==> src/rtl/xadc_drp_pkg.sv <==
// Shared constants and state types for the XADC DRP stand-in.
package xadc_drp_pkg;

  localparam logic [6:0] ADDR_VAUX6 = 7'h16;
  localparam logic [6:0] ADDR_VAUX7 = 7'h17;
  localparam logic [6:0] ADDR_CFG0  = 7'h40;
  localparam logic [6:0] ADDR_CFG1  = 7'h41;
  localparam logic [6:0] ADDR_CFG2  = 7'h42;

  localparam logic [15:0] CFG0_RST = 16'h0000;
  localparam logic [15:0] CFG1_RST = 16'h0000;
  localparam logic [15:0] CFG2_RST = 16'h0400;

  localparam int SEQ_HOLD_BIT = 0;

  typedef enum logic [1:0] {DRP_IDLE, DRP_WAIT, DRP_RESP} drp_state_e;
  typedef enum logic {SEQ_CONV, SEQ_HOLD} seq_state_e;

endpackage

==> src/rtl/xadc_conv_sequencer.sv <==
// Two-channel conversion sequencer: alternates VAUX6/VAUX7, captures the
// digital sample on the last cycle of each conversion and pulses EOC.
module xadc_conv_sequencer
  import xadc_drp_pkg::*;
#(
  parameter int CONV_CYCLES = 26
) (
  input  logic             clk_i,
  input  logic             rst_ni,
  input  logic [11:0]      sample_x_i,
  input  logic [11:0]      sample_y_i,
  input  logic             seq_hold_i,
  output logic [1:0][11:0] result_o,
  output logic             busy_o,
  output logic             eoc_o,
  output logic [6:0]       channel_o
);

  localparam int CW = $clog2(CONV_CYCLES);
  // Capture is registered one edge early so EOC is visible in the last cycle.
  localparam logic [CW-1:0] CAP_CNT  = CW'(CONV_CYCLES - 2);
  localparam logic [CW-1:0] LAST_CNT = CW'(CONV_CYCLES - 1);

  seq_state_e       state_q, state_d;
  logic [CW-1:0]    cnt_q, cnt_d;
  logic             ch_q, ch_d;       // 0: VAUX6, 1: VAUX7
  logic [1:0][11:0] res_q, res_d;
  logic             busy_q, busy_d;
  logic             eoc_q, eoc_d;
  logic [6:0]       chan_q, chan_d;

  always_comb begin
    state_d = state_q;
    cnt_d   = cnt_q;
    ch_d    = ch_q;
    res_d   = res_q;
    busy_d  = busy_q;
    eoc_d   = 1'b0;
    chan_d  = chan_q;
    unique case (state_q)
      SEQ_CONV: begin
        busy_d = 1'b1;
        cnt_d  = (cnt_q == LAST_CNT) ? '0 : cnt_q + 1'b1;
        if (cnt_q == CAP_CNT) begin
          eoc_d       = 1'b1;
          ch_d        = ~ch_q;
          chan_d      = ch_q ? ADDR_VAUX7 : ADDR_VAUX6;
          res_d[ch_q] = ch_q ? sample_y_i : sample_x_i;
          if (seq_hold_i) begin
            state_d = SEQ_HOLD;
            busy_d  = 1'b0;
            cnt_d   = '0;
          end
        end
      end
      SEQ_HOLD: begin
        busy_d = 1'b0;
        if (!seq_hold_i) begin
          state_d = SEQ_CONV;
          busy_d  = 1'b1;
          cnt_d   = '0;
        end
      end
      default: state_d = SEQ_CONV;
    endcase
  end

  always_ff @(posedge clk_i or negedge rst_ni) begin
    if (!rst_ni) begin
      state_q <= SEQ_CONV;
      cnt_q   <= '0;
      ch_q    <= 1'b0;
      res_q   <= '0;
      busy_q  <= 1'b0;
      eoc_q   <= 1'b0;
      chan_q  <= '0;
    end else begin
      state_q <= state_d;
      cnt_q   <= cnt_d;
      ch_q    <= ch_d;
      res_q   <= res_d;
      busy_q  <= busy_d;
      eoc_q   <= eoc_d;
      chan_q  <= chan_d;
    end
  end

  assign result_o  = res_q;
  assign busy_o    = busy_q;
  assign eoc_o     = eoc_q;
  assign channel_o = chan_q;

endmodule

==> src/rtl/xadc_drp_responder.sv <==
// XADC DRP slave stand-in: fixed-latency DRP handshake, config registers,
// read mux and the VAUX6/VAUX7 conversion sequencer.
module xadc_drp_responder
  import xadc_drp_pkg::*;
#(
  parameter int DRP_LATENCY = 4,
  parameter int CONV_CYCLES = 26
) (
  input  logic        clk_100MHz,
  input  logic        rst_n,
  input  logic [6:0]  daddr_in,
  input  logic        den_in,
  input  logic        dwe_in,
  input  logic [15:0] di_in,
  input  logic [11:0] sample_x,
  input  logic [11:0] sample_y,
  output logic [15:0] do_out,
  output logic        drdy_out,
  output logic        busy_out,
  output logic        eoc_out,
  output logic [6:0]  channel_out,
  output logic        drp_err_out
);

  localparam logic [3:0] LAT_LOAD = 4'(DRP_LATENCY - 1);

  drp_state_e  state_q, state_d;
  logic [3:0]  cnt_q, cnt_d;
  logic [6:0]  addr_q, addr_d;
  logic        we_q, we_d;
  logic [15:0] wdata_q, wdata_d;
  logic [15:0] do_q, do_d;
  logic        drdy_q, drdy_d;
  logic        err_q, err_d;
  logic [15:0] cfg0_q, cfg0_d, cfg1_q, cfg1_d, cfg2_q, cfg2_d;
  logic [15:0] rd_data;

  logic [1:0][11:0] result;

  xadc_conv_sequencer #(.CONV_CYCLES(CONV_CYCLES)) u_seq (
    .clk_i      (clk_100MHz),
    .rst_ni     (rst_n),
    .sample_x_i (sample_x),
    .sample_y_i (sample_y),
    .seq_hold_i (cfg1_q[SEQ_HOLD_BIT]),
    .result_o   (result),
    .busy_o     (busy_out),
    .eoc_o      (eoc_out),
    .channel_o  (channel_out)
  );

  always_comb begin
    rd_data = '0;
    case (addr_q)
      ADDR_VAUX6: rd_data = {result[0], 4'h0};
      ADDR_VAUX7: rd_data = {result[1], 4'h0};
      ADDR_CFG0:  rd_data = cfg0_q;
      ADDR_CFG1:  rd_data = cfg1_q;
      ADDR_CFG2:  rd_data = cfg2_q;
      default:    rd_data = '0;
    endcase
  end

  // The response (drdy, read data, register write) is committed on the edge
  // that enters RESP; RESP itself is the cycle drdy_out is visible.
  always_comb begin
    state_d = state_q;
    cnt_d   = cnt_q;
    addr_d  = addr_q;
    we_d    = we_q;
    wdata_d = wdata_q;
    do_d    = do_q;
    drdy_d  = 1'b0;
    err_d   = 1'b0;
    cfg0_d  = cfg0_q;
    cfg1_d  = cfg1_q;
    cfg2_d  = cfg2_q;
    unique case (state_q)
      DRP_IDLE: begin
        if (den_in) begin
          addr_d  = daddr_in;
          we_d    = dwe_in;
          wdata_d = di_in;
          cnt_d   = LAT_LOAD;
          state_d = DRP_WAIT;
        end
      end
      DRP_WAIT: begin
        err_d = den_in;
        if (cnt_q == 4'd1) begin
          state_d = DRP_RESP;
          drdy_d  = 1'b1;
          if (we_q) begin
            do_d = '0;
            case (addr_q)
              ADDR_CFG0: cfg0_d = wdata_q;
              ADDR_CFG1: cfg1_d = wdata_q;
              ADDR_CFG2: cfg2_d = wdata_q;
              default:   ;
            endcase
          end else begin
            do_d = rd_data;
          end
        end else begin
          cnt_d = cnt_q - 4'd1;
        end
      end
      DRP_RESP: begin
        err_d   = den_in;
        state_d = DRP_IDLE;
      end
      default: state_d = DRP_IDLE;
    endcase
  end

  always_ff @(posedge clk_100MHz or negedge rst_n) begin
    if (!rst_n) begin
      state_q <= DRP_IDLE;
      cnt_q   <= '0;
      addr_q  <= '0;
      we_q    <= 1'b0;
      wdata_q <= '0;
      do_q    <= '0;
      drdy_q  <= 1'b0;
      err_q   <= 1'b0;
      cfg0_q  <= CFG0_RST;
      cfg1_q  <= CFG1_RST;
      cfg2_q  <= CFG2_RST;
    end else begin
      state_q <= state_d;
      cnt_q   <= cnt_d;
      addr_q  <= addr_d;
      we_q    <= we_d;
      wdata_q <= wdata_d;
      do_q    <= do_d;
      drdy_q  <= drdy_d;
      err_q   <= err_d;
      cfg0_q  <= cfg0_d;
      cfg1_q  <= cfg1_d;
      cfg2_q  <= cfg2_d;
    end
  end

  assign do_out      = do_q;
  assign drdy_out    = drdy_q;
  assign drp_err_out = err_q;

endmodule

==> config.mk <==
export PLATFORM = sky130hd
export DESIGN_NAME = xadc_drp_responder
export DESIGN_NICKNAME = d
export VERILOG_FILES = /design/src/rtl/xadc_drp_pkg.sv /design/src/rtl/xadc_conv_sequencer.sv /design/src/rtl/xadc_drp_responder.sv
export SDC_FILE = /design/constraint.sdc
export NUM_CORES = 1
export LEC_CHECK = 0
export ABC_AREA = 1
export CORE_MARGIN = 2
export CORE_UTILIZATION = 55
export CTS_CLUSTER_DIAMETER = 150
export DETAILED_ROUTE_END_ITERATION = 8
export HOLD_SLACK_MARGIN = 0.02
export PLACE_DENSITY = 0.8
export SLEW_MARGIN = 20
export SYNTH_ARGS = -nofsm -noshare
export SYNTH_HDL_FRONTEND = slang
export SYNTH_SLANG_ARGS = --single-unit
==> constraint.sdc <==
create_clock -name clk_100MHz -period 2.1 [get_ports clk_100MHz]
set_input_delay 0.42 -clock clk_100MHz [delete_from_list [all_inputs] [get_ports clk_100MHz]]
set_output_delay 0.42 -clock clk_100MHz [all_outputs]
set_load 0.05 [all_outputs]
== After elaboration in Yosys (flattened, before gate mapping) ==
Cells that the tools add are included.
Widths: inputs -> output; s select.

* Eq/ne operators: 14
* Add/subtract/negate cells: 2
* Bitwise gates (word level): 2
* Multiply operators: 0
* Shift operators: 0
* Div/mod/pow operators: 0
* Magnitude comparators: 2
* Reduce and logical (&&, ||, !) cells: 12
* Muxes and demuxes: 29

{| class="wikitable"
|+ Operators with widths
! kind !! count
|-
| $pmux 16 s5 || 1
|-
| $bwmux 24 || 1
|-
| $mux 12 || 2
|-
| $eq 7x7->1 const B || 3
|-
| $mux 5 || 4
|-
| $mux 16 || 1
|-
| $eq 7x5->1 const B || 2
|-
| $demux 12 s1 || 1
|-
| $reduce_and 4->1 || 3
|-
| $eq 5x5->1 const B || 2
|-
| $mux 1 || 10
|-
| $pmux 5 s2 || 1
|-
| $mux 4 || 2
|-
| $ne 2x2->1 const B || 4
|-
| $pmux 4 s2 || 1
|-
| $reduce_and 2->1 || 4
|-
| $add 5x1->5 const B || 1
|-
| $eq 4x1->1 const B || 1
|-
| $mux 2 || 2
|-
| $pmux 1 s2 || 2
|-
| $pmux 2 s2 || 1
|-
| $sub 4x1->4 const B || 1
|-
| $reduce_and 3->1 || 1
|-
| $eq 2x1->1 const B || 1
|-
| 8 further kinds || 9
|}

* Bits in writable memories: 0
* Output and inout bits: 27
* Memories kept: 0
* Latch bits: 0
* Flip-flop bits (word level): 136
* Bits in read-only memories: 0

== Longest topological paths before layout ==
Gate-level depths: netlist (run 1).

* Word-level depth: 5
* Mapped depth: 10
* Gate-level depth less buffers: 9

== Cells and area by module ==
From an unflattened synthesis (run 1), not the netlist that was laid out.

* Cell total of the unflattened synthesis: 687
* Area total of the unflattened synthesis: 6097.1 um^2

{| class="wikitable"
|+ Modules (own cells, without submodules)
! module !! cells each !! seq. area each (um^2) !! times used !! area an instance (um^2)
|-
| xadc_drp_responder || 504 || 2403.6 || 1 || 4530.6
|-
| xadc_conv_sequencer || 183 || 875.8 || 1 || 1566.5
|}

== Worst setup path after synthesis (run 1) ==
OpenSTA, ideal clock, no wires.

* Path kind: reg-to-reg
* Start: reg state_q[1]
* End: reg cfg0_q[10]
* Path slack: 0.398 ns
* Buffers on the path: 2
* Setup time: 0.124 ns
* Data required time: 1.976 ns
* Clock period less this slack: 1.702 ns
* Stages on the path, launching flop included: 8
* Data arrival time: 1.578 ns
* Cell sequence: dfrtp_1 -> inv_1 -> ha_1 -> nand4_2 -> buf_4 -> nor3_4 -> buf_2 -> a21oi_1

* Longest elaborated chain between the ends: 2

{| class="wikitable"
|+ Ends and longest elaborated chain
! what !! RTL line !! source
|-
| start, declared || xadc_drp_responder.sv:27 || <nowiki>drp_state_e state_q, state_d;</nowiki>
|-
| start signal, assigned || xadc_drp_responder.sv:130 || <nowiki>state_q <= state_d;</nowiki>
|-
| $eq 2x1->1 || xadc_drp_responder.sv:78 || <nowiki>unique case (state_q)</nowiki>
|-
| $reduce_and 4->1 (no line) || n/a ||
|-
| end signal, assigned || xadc_drp_responder.sv:138 || <nowiki>cfg0_q <= cfg0_d;</nowiki>
|-
| end, declared || xadc_drp_responder.sv:35 || <nowiki>logic [15:0] cfg0_q, cfg0_d, cfg1_q, cfg1_d, cfg2_q, cfg2_d;</nowiki>
|}

No other way between the ends.
A chain may end at the register's enable or synchronous reset.

== Worst setup path after layout (run 1) ==
* Start: reg do_q[12] (netlist: do_out[12])
* End: out do_out[12]

{| class="wikitable"
|+ RTL lines
! what !! RTL line !! source
|-
| start, declared || xadc_drp_responder.sv:32 || <nowiki>logic [15:0] do_q, do_d;</nowiki>
|-
| start signal, assigned || xadc_drp_responder.sv:135 || <nowiki>do_q <= do_d;</nowiki>
|-
| end, declared || xadc_drp_responder.sv:17 || <nowiki>output logic [15:0] do_out,</nowiki>
|}

No word-level cell between the ends.

==> results of run 1 <==
registers in the layout, summed over array words and instances (netlist names), 2 cells and up:
name and flops:
addr_q 7, cfg0_q 16, cfg1_q 16, cfg2_q 16, cnt_q 4, do_out 16
state_q 2, u_seq.channel_o 2, u_seq.cnt_q 5, u_seq.result_o 24, wdata_q 16
synthesized netlist by cell type, drive strengths merged:
cell type / number
o21bai: 12
nor2: 48
inv: 42
o22ai: 2
nand4: 3
clkbuf: 20
dfstp: 1
o21ai: 47
xnor2: 1
ha: 8
or2: 1
nand2: 180
buf: 19
xor2: 3
a21oi: 33
conb: 1
dfrtp: 130
a31oi: 1
nor3: 2
nand3: 111
worst max-delay path by stage:
stage                     slack (ns)                      to  cells past startpoint                   start
final                           0.21              do_out[12]                      1  do_out[12]$_DFFE_PN0P_
after global routing            0.14  cfg2_q[12]$_DFFE_PN0P_                      7   addr_q[3]$_DFFE_PN0P_
after CTS                     0.0008              do_out[10]                      1  do_out[10]$_DFFE_PN0P_
after detailed placement        0.31   cfg1_q[4]$_DFFE_PN0P_                      7    cnt_q[1]$_DFFE_PN0P_
after global placement          0.45  cfg0_q[13]$_DFFE_PN0P_                      8   addr_q[3]$_DFFE_PN0P_
after floorplan                 0.40  cfg0_q[10]$_DFFE_PN0P_                      7  state_q[1]$_DFFE_PN0P_
final cells by class:
| type | instances | share of cell area |
|---|---|---|
| Timing Repair Buffer | 95 | 0.129 |
| Tap cell | 136 | 0.0235 |
| Clock buffer | 26 | 0.0661 |
| Sequential cell | 131 | 0.453 |
| Inverter | 42 | 0.0218 |
| Clock inverter | 6 | 0.0111 |
| Multi-Input combinational cell | 455 | 0.295 |
cell families (layout without fill, tap and decap cells):
family                   count (synthesis)  in the layout  share of synthesized area
AND/OR/NAND/NOR                        345            345                      0.256
flip-flops                             131            131                      0.569
AO/OA/AOI/OAI                           95             95                     0.0884
buffers and inverters                   81            169                     0.0623
adder cells (fa/ha/maj)                  8              8                     0.0174
XOR/XNOR                                 4              4                    0.00608
other                                    1              3                   0.000651
what timing repair did:
action,4_1_cts,5_1_grt
setup endpoints to repair,17,7
resized for setup,17,7
endpoints found under the hold margin,30,0
pin swaps,0,0
hold buffers,1,0
layout by cell type (no fill, tap or decap):
| cell | netlist | layout |
|---|---|---|
| nand4_1 | 2 | 2 |
| clkbuf_8 | 0 | 4 |
| clkbuf_1 | 20 | 6 |
| bufinv_16 | 0 | 2 |
| buf_12 | 0 | 3 |
| dfstp_2 | 1 | 1 |
| dfrtp_1 | 130 | 130 |
| xnor2_1 | 1 | 1 |
| buf_4 | 8 | 18 |
| ha_1 | 8 | 8 |
| dlymetal6s2s_1 | 0 | 7 |
| inv_2 | 1 | 1 |
| clkinv_2 | 0 | 4 |
| a21oi_1 | 33 | 33 |
| nor2_1 | 45 | 44 |
| dlygate4sd2_1 | 0 | 17 |
| nand2_1 | 180 | 180 |
| conb_1 | 1 | 3 |
| o22ai_1 | 2 | 2 |
| inv_1 | 41 | 41 |
| clkdlybuf4s50_1 | 0 | 49 |
| o21bai_1 | 12 | 12 |
| nor3_4 | 1 | 1 |
| o21ai_0 | 47 | 47 |
| nor3_2 | 1 | 1 |
| xor2_1 | 3 | 3 |
| nor2_2 | 3 | 4 |
| a31oi_1 | 1 | 1 |
| or2_2 | 1 | 1 |
| nand4_2 | 1 | 1 |
| clkbuf_16 | 0 | 16 |
| nand3_1 | 111 | 111 |
| dlygate4sd3_1 | 0 | 1 |
power by group through the flow:
stage / sequential, W / clock, W / combinational, W
floorplan: 0.00355 / 0 / 0.00139
global placement: 0.00348 / 0 / 0.00215
detailed placement: 0.00352 / 0 / 0.00225
CTS: 0.00349 / 0.00282 / 0.00226
global route: 0.00355 / 0.00295 / 0.00255
finish: 0.00349 / 0.00281 / 0.00227
metal layers:
metal / up-vias / GRT usage / share of wire
met4: 0 / 0.108 / 0.022
met5: - / 0 / 0
met2: 220 / 0.443 / 0.48
met1: 2319 / 0.358 / 0.42
li1: 2308 / - / -
met3: 35 / 0.0638 / 0.073
per-stage QoR:
step / cell area (µm²) / total power, W
after floorplan: 5770 / 0.00494
after global placement: 6670 / 0.00563
after detailed placement: 6670 / 0.00577
after CTS: 7210 / 0.00857
after global routing: 7230 / 0.00905
final: 7230 / 0.00857
==> qor.txt, run 1 <==
Vias per std cell = 5.48
Area contributors post-synth = dfrtp_1, nand2_1, nand3_1
Synth cell types = 27
Worst EP arrival = 1.47 ns
Worst reg-to-reg path cell count = 8
CP required = 1.68 ns
Pleak = 3.85 nW
CP Capture Type = output port
Net Switching = 0.00295 W
Worst-Margin Slew = 0.544 ns
Fmax = 529 MHz
CTS tree = done
Overall Global Routing Usage = 0.274
Inst Count DP = 858
Number of CTS-inserted buffers = 17
Pwr/cell area = 1190 nW/µm²
Final Hold Viols = 0
WHS = 0.387 ns
WP buf/inv = 1
Max-cap viol count = 0
Layout cells sized above 1 = 0.0755
Seq cells post-synth = 131
Fin cells = 891
HPWL after DPL = 9.22 mm
Core box area = 10200 µm²
Die Ht = 106 µm
Switching Fraction = 0.344
Setup Buffers After CTS = 0
Worst Hold Class = input port to asynchronous set/reset pin
Final period util = 0.901
Utilization after layout = 0.707
Area share of the leading cell type in the synthesized netlist = 0.564
# nets final = 801
CTS clk-pin slew, worst paths = 0.06 ns
GPL Wtd Cong = 0.877
Total gr overflow = 0
Vias in the first global route = 4883
Initial DRT Pass Iterations = 6
# fillers = 782
Final setup vio count = 0
Fin. max-slew vios = 0
Register area = 3280 µm²
Std cell rows = 37
R2R setup slack = 0.24 ns
Synth Area per Inst = 8.67 µm²
Post-Syn Area = 5760 µm²
Cells after Synth = 665
Largest net degree at the start of global routing = 48
Clock Sinks = 131
Total number of vias = 4882
Ant. Diodes = 0
Worst-Skew Late Latency = 0.53 ns
DRC = 0
Pre-CTS setup slack = 0.310 ns
Iter 0 DRT Violations = 460
Die X-Extent = 106 µm
Yosys top cell by area = dfrtp_1
Internal power = 0.00563 W
Seq pwr share = 0.407
Outcome = complete, no violations
CP max FO = 2
# IOs = 78
Post-route setup slack = 0.208 ns
Global-route wire length before repair = 23.9 mm
Sequential area share after synthesis = 0.569
Multi-input logic area = 2130 µm²
Syn-to-layout area delta = 25.5%
CTS Buffer Depth = 2
CP max stage delay = 0.54 ns
Rel. slew slack = 0.637
Slowest library cell on the worst path = dlygate4sd2_1
Critical path class = flip-flop to output port
# H-tree levels = 4
Post-DRT Antenna Nets = 0
Initial core utilization = 0.563
Reg2reg end = cfg0_q[2]$_DFFE_PN0P_
PortBufs = 74
Post-DR wirelength/cell = 15.7 µm
RR Startpoint = addr_q[2]$_DFFE_PN0P_
Clk_skew = 0.0119 ns
Worst-path cell chain = dlygate4sd2_1
Initial antenna violation count = 0
Tmin final = 1.89 ns
RSZ-0062 raised after global routing = false
Die Area = 11300 µm²
Clock power share = 0.328
Startpoint types = flip-flop
Peak supply drop = 0.000614 V
Root Driver = clkbuf_8
CP top delay family = buffers and inverters
Combinational power share = 0.265
Post-Route WL = 14.0 mm
Synth warn = 0
Setup TNS = 0 ns
No activity file was read; power rests on OpenSTA's default activity.
==> run 2: changes to the inputs <==
--- a/config.mk
+++ b/config.mk
@@ -11,6 +11,7 @@
 export CTS_CLUSTER_DIAMETER = 150
 export DETAILED_ROUTE_END_ITERATION = 8
 export HOLD_SLACK_MARGIN = 0.02
+export MAX_ROUTING_LAYER = met4
 export PLACE_DENSITY = 0.8
 export SLEW_MARGIN = 20
 export SYNTH_ARGS = -nofsm -noshare
==> qor.txt, run 2 (synthesis results as in run 1) <==
Inst Count DP = 858
Fin cells = 891
Clock power share = 0.327
# fillers = 782
Fin. max-slew vios = 0
Reg2reg end = cfg0_q[2]$_DFFE_PN0P_
CP required = 1.68 ns
Number of CTS-inserted buffers = 17
# H-tree levels = 4
Max reg flops = 24
DRC = 0
Final Hold Viols = 0
Initial antenna violation count = 0
Max-cap viol count = 0
Setup Buffers After CTS = 0
Startpoint types = flip-flop
Register area = 3280 µm²
Worst Setup SP = do_out[5]$_DFFE_PN0P_
Overall Global Routing Usage = 0.282
Layout cells sized above 1 = 0.0755
Worst-Skew Late Latency = 0.52 ns
Root Driver = clkbuf_8
Initial core utilization = 0.563
Std cell rows = 37
Clock Sinks = 131
Die X-Extent = 106 µm
Total gr overflow = 0
Worst Hold Class = input port to asynchronous set/reset pin
Die Ht = 106 µm
Post-Route WL = 13.9 mm
Vias in the first global route = 4872
Core box area = 10200 µm²
# IOs = 78
Post-DR wirelength/cell = 15.6 µm
CTS clk-pin slew, worst paths = 0.06 ns
CP max stage delay = 0.55 ns
Pleak = 3.85 nW
Most frequent cells in the layout = nand2_1, dfrtp_1, nand3_1, clkdlybuf4s50_1, o21ai_0
Pre-CTS setup slack = 0.310 ns
Rel. slew slack = 0.662
HPWL after DPL = 9.22 mm
# nets final = 801
Multi-input logic area = 2130 µm²
R2R setup slack = 0.25 ns
RR Startpoint = addr_q[2]$_DFFE_PN0P_
GPL Wtd Cong = 0.892
Net Switching = 0.00293 W
WP buf/inv = 1
CP max FO = 2
CP top delay family = buffers and inverters
Post-route setup slack = 0.212 ns
Fmax = 530 MHz
CP Capture Type = output port
Final period util = 0.899
Pwr/cell area = 1180 nW/µm²
RSZ-0062 raised after global routing = false
CTS Buffer Depth = 2
Most common cell after layout, fill and taps aside = nand2_1
CTS tree = done
Initial DRT Pass Iterations = 5
Global-route wire length before repair = 24.0 mm
Total number of vias = 4865
Worst-path cell chain = dlygate4sd2_1
Worst EP arrival = 1.47 ns
Outcome = complete, no violations
Slowest library cell on the worst path = dlygate4sd2_1
Ant. Diodes = 0
Internal power = 0.00563 W
Switching Fraction = 0.342
Critical path class = flip-flop to output port
Largest net degree at the start of global routing = 48
Syn-to-layout area delta = 25.5%
PortBufs = 74
Combinational power share = 0.265
Final setup vio count = 0
Tmin final = 1.89 ns
Worst reg-to-reg path cell count = 8
WHS = 0.394 ns
Peak supply drop = 0.000612 V
Vias per std cell = 5.46
Post-DRT Antenna Nets = 0
Clk_skew = 0.0110 ns
Worst-Margin Slew = 0.507 ns
Seq pwr share = 0.408
Die Area = 11300 µm²
Iter 0 DRT Violations = 450
Setup TNS = 0 ns
==> run 2: cell counts in the layout (fill, tap and decap cells not counted) <==
No cell type changed its count.
==> run 2: per-stage QoR <==
step           area (µm²)  utilization  power [W]
2_1_floorplan        5770            -    0.00494
3_3_place_gp         6670        0.652    0.00563
3_5_place_dp         6670        0.652    0.00577
4_1_cts              7210        0.705    0.00857
5_1_grt              7230        0.707    0.00905
6_report             7230        0.707    0.00855
==> run 2: area by class of cell <==
type	instances	share of cell area
flip-flops and latches	131	0.453
multi-input cells	455	0.295
repair buffers	95	0.129
clock buffers	26	0.0661
well taps	136	0.0235
inverters	42	0.0218
clock inverters	6	0.0111
==> run 2: power by group through the flow <==
stage                     registers [W]  logic (W)  clock network (W)
after global placement          0.00348    0.00215                  0
after global routing            0.00355    0.00255            0.00295
final                           0.00349    0.00226            0.00280
after floorplan                 0.00355    0.00139                  0
after detailed placement        0.00352    0.00225                  0
after CTS                       0.00349    0.00226            0.00282
==> run 2: routing by layer <==
layer / track usage / up-vias / routed length, µm / share of wire
li1: - / 2310 / - / -
met1: 0.361 / 2298 / 5810 / 0.42
met2: 0.441 / 225 / 6830 / 0.49
met3: 0.0632 / 32 / 1010 / 0.073
met4: 0.108 / 0 / 262 / 0.019
met5: - / - / 0 / 0
==> run 2: what timing repair did <==
action,in CTS,in global routing
endpoints found under the hold margin,30,0
hold buffers,1,0
endpoints found under the setup margin,17,7
resized for setup,17,7
==> run 2: worst max path at each step <==
stage	slack, ns	cells after the start	end
3_5_place_dp	0.31	7	cfg1_q[4]$_DFFE_PN0P_
4_1_cts	0.0008	1	do_out[10]
2_1_floorplan	0.40	7	cfg0_q[10]$_DFFE_PN0P_
5_1_grt	0.14	7	cfg2_q[12]$_DFFE_PN0P_
3_3_place_gp	0.45	8	cfg0_q[13]$_DFFE_PN0P_
6_report	0.21	1	do_out[5]
==> run 3: changes to the inputs <==
--- a/config.mk
+++ b/config.mk
@@ -12,8 +12,7 @@
 export DETAILED_ROUTE_END_ITERATION = 8
 export HOLD_SLACK_MARGIN = 0.02
 export MAX_ROUTING_LAYER = met4
-export PLACE_DENSITY = 0.8
-export SLEW_MARGIN = 20
+export PLACE_DENSITY = 0.91
 export SYNTH_ARGS = -nofsm -noshare
 export SYNTH_HDL_FRONTEND = slang
 export SYNTH_SLANG_ARGS = --single-unit
==> qor.txt, run 3 (synthesis results as in run 1) <==
Final instance area = 7190 µm²
Final setup vio count = 0
Ant. Diodes = 0
Setup TNS = 0 ns
Slowest library cell on the worst path = clkdlybuf4s50_1
CTS tree = done
Post-DRT Antenna Nets = 0
Number of CTS-inserted buffers = 17
CP required = 1.68 ns
Placed instance area = 6640 µm²
PortBufs = 74
Tmin final = 2.07 ns
Post-DR wirelength/cell = 16.3 µm
Initial DRT Pass Iterations = 5
Max reg flops = 24
# nets final = 799
Post-Route WL = 14.5 mm
Clock Sinks = 131
RSZ-0062 raised after global routing = false
Root Driver = clkbuf_8
CTS clk-pin slew, worst paths = 0.06 ns
DRC = 0
Most frequent cells in the layout = nand2_1, dfrtp_1, nand3_1, clkdlybuf4s50_1, o21ai_0
Fmax = 484 MHz
Rel. slew slack = 0.653
Initial core utilization = 0.563
Register area = 3280 µm²
CP max stage delay = 0.79 ns
Vias in the first global route = 4954
Vias per std cell = 5.61
Critical path class = flip-flop to output port
Core box area = 10200 µm²
Global-route wire length before repair = 24.3 mm
Layout cells sized above 1 = 0.0810
# IOs = 78
Max-cap viol count = 0
CP top delay family = buffers and inverters
CTS Buffer Depth = 2
Clk_skew = 0.00949 ns
Worst EP arrival = 1.65 ns
CP max FO = 1
Iter 0 DRT Violations = 437
Die X-Extent = 106 µm
GPL Wtd Cong = 0.895
Pwr/cell area = 1190 nW/µm²
Final period util = 0.984
Largest net degree at the start of global routing = 55
CP Capture Type = output port
Final Hold Viols = 0
Fin. max-slew vios = 0
Worst-path cell chain = clkdlybuf4s50_1
Die Area = 11300 µm²
Initial antenna violation count = 0
Most common cell after layout, fill and taps aside = nand2_1
Total number of vias = 4989
Std cell rows = 37
HPWL after DPL = 9.33 mm
Peak supply drop = 0.000604 V
Setup Buffers After CTS = 0
Overall Global Routing Usage = 0.289
WHS = 0.388 ns
# fillers = 726
Die Ht = 106 µm
Startpoint types = flip-flop
Worst-Skew Late Latency = 0.54 ns
Worst Hold Class = input port to asynchronous set/reset pin
Outcome = complete, no violations
# H-tree levels = 4
Worst-Margin Slew = 0.520 ns
Syn-to-layout area delta = 24.7%
Total gr overflow = 0
WP buf/inv = 1
Multi-input logic area = 2130 µm²
Pleak = 3.76 nW
==> run 3: stage by stage <==
step / util / setup WS (ns) / power [W] / std cells
finish: 0.703 / 0.0336 / 0.00858 / 889
global route: 0.703 / 0.00410 / 0.00902 / 889
CTS: 0.702 / 0.00409 / 0.00856 / 889
detailed placement: 0.649 / 0.251 / 0.00576 / 856
global placement: 0.649 / 0.347 / 0.00560 / 856
floorplan: - / 0.398 / 0.00494 / 667
==> run 3: where the power goes <==
part           internal [W]  leakage [nW]  switching (W)
combinational      0.000699          1.82        0.00160
sequential          0.00313          1.67       0.000377
clock               0.00167         0.265        0.00111
total               0.00550          3.76        0.00308
==> run 3: cell type report <==
cell class / count / share of cell area
flip-flops and latches: 131 / 0.456
clock buffers: 17 / 0.0576
well taps: 136 / 0.0237
multi-input cells: 455 / 0.297
repair buffers: 93 / 0.124
clock inverters: 15 / 0.0197
inverters: 42 / 0.0219
==> run 3: path summary, 6_finish.rpt <==
kind                                              from                              to  slack [ns]  cells after the start
worst max-delay path                drdy_out$_DFF_PN0_                        drdy_out        0.03                      1
worst min-delay path                             rst_n           cfg0_q[7]$_DFFE_PN0P_        0.39                      2
worst max register to register  state_q[1]$_DFFE_PN0P_           do_out[7]$_DFFE_PN0P_        0.20                      7
min in group clk_100MHz                    sample_y[2]  u_seq.result_o[14]$_DFFE_PN0P_        0.43                      3
worst min register to register  do_out[13]$_DFFE_PN0P_          do_out[13]$_DFFE_PN0P_        0.47                      2
max in group asynchronous                        rst_n      u_seq.cnt_q[2]$_DFFE_PN0P_        1.04                      3
==> run 3: timing repair <==
item | 4_1_cts | 5_1_grt
hold buffers | 1 | 0
endpoints found under the hold margin | 30 | 0
setup endpoints to repair | 21 | 3
pin swaps | 0 | 0
gates resized for setup | 21 | 3
gates cloned | 0 | 0
==> run 3: routing by layer <==
layer  up-vias  GRT usage  part of all wire
met2       244      0.461              0.50
met5         -          -                 0
met1      2398      0.357              0.40
met4         0      0.104             0.023
li1       2313          -                 -
met3        34     0.0803             0.077
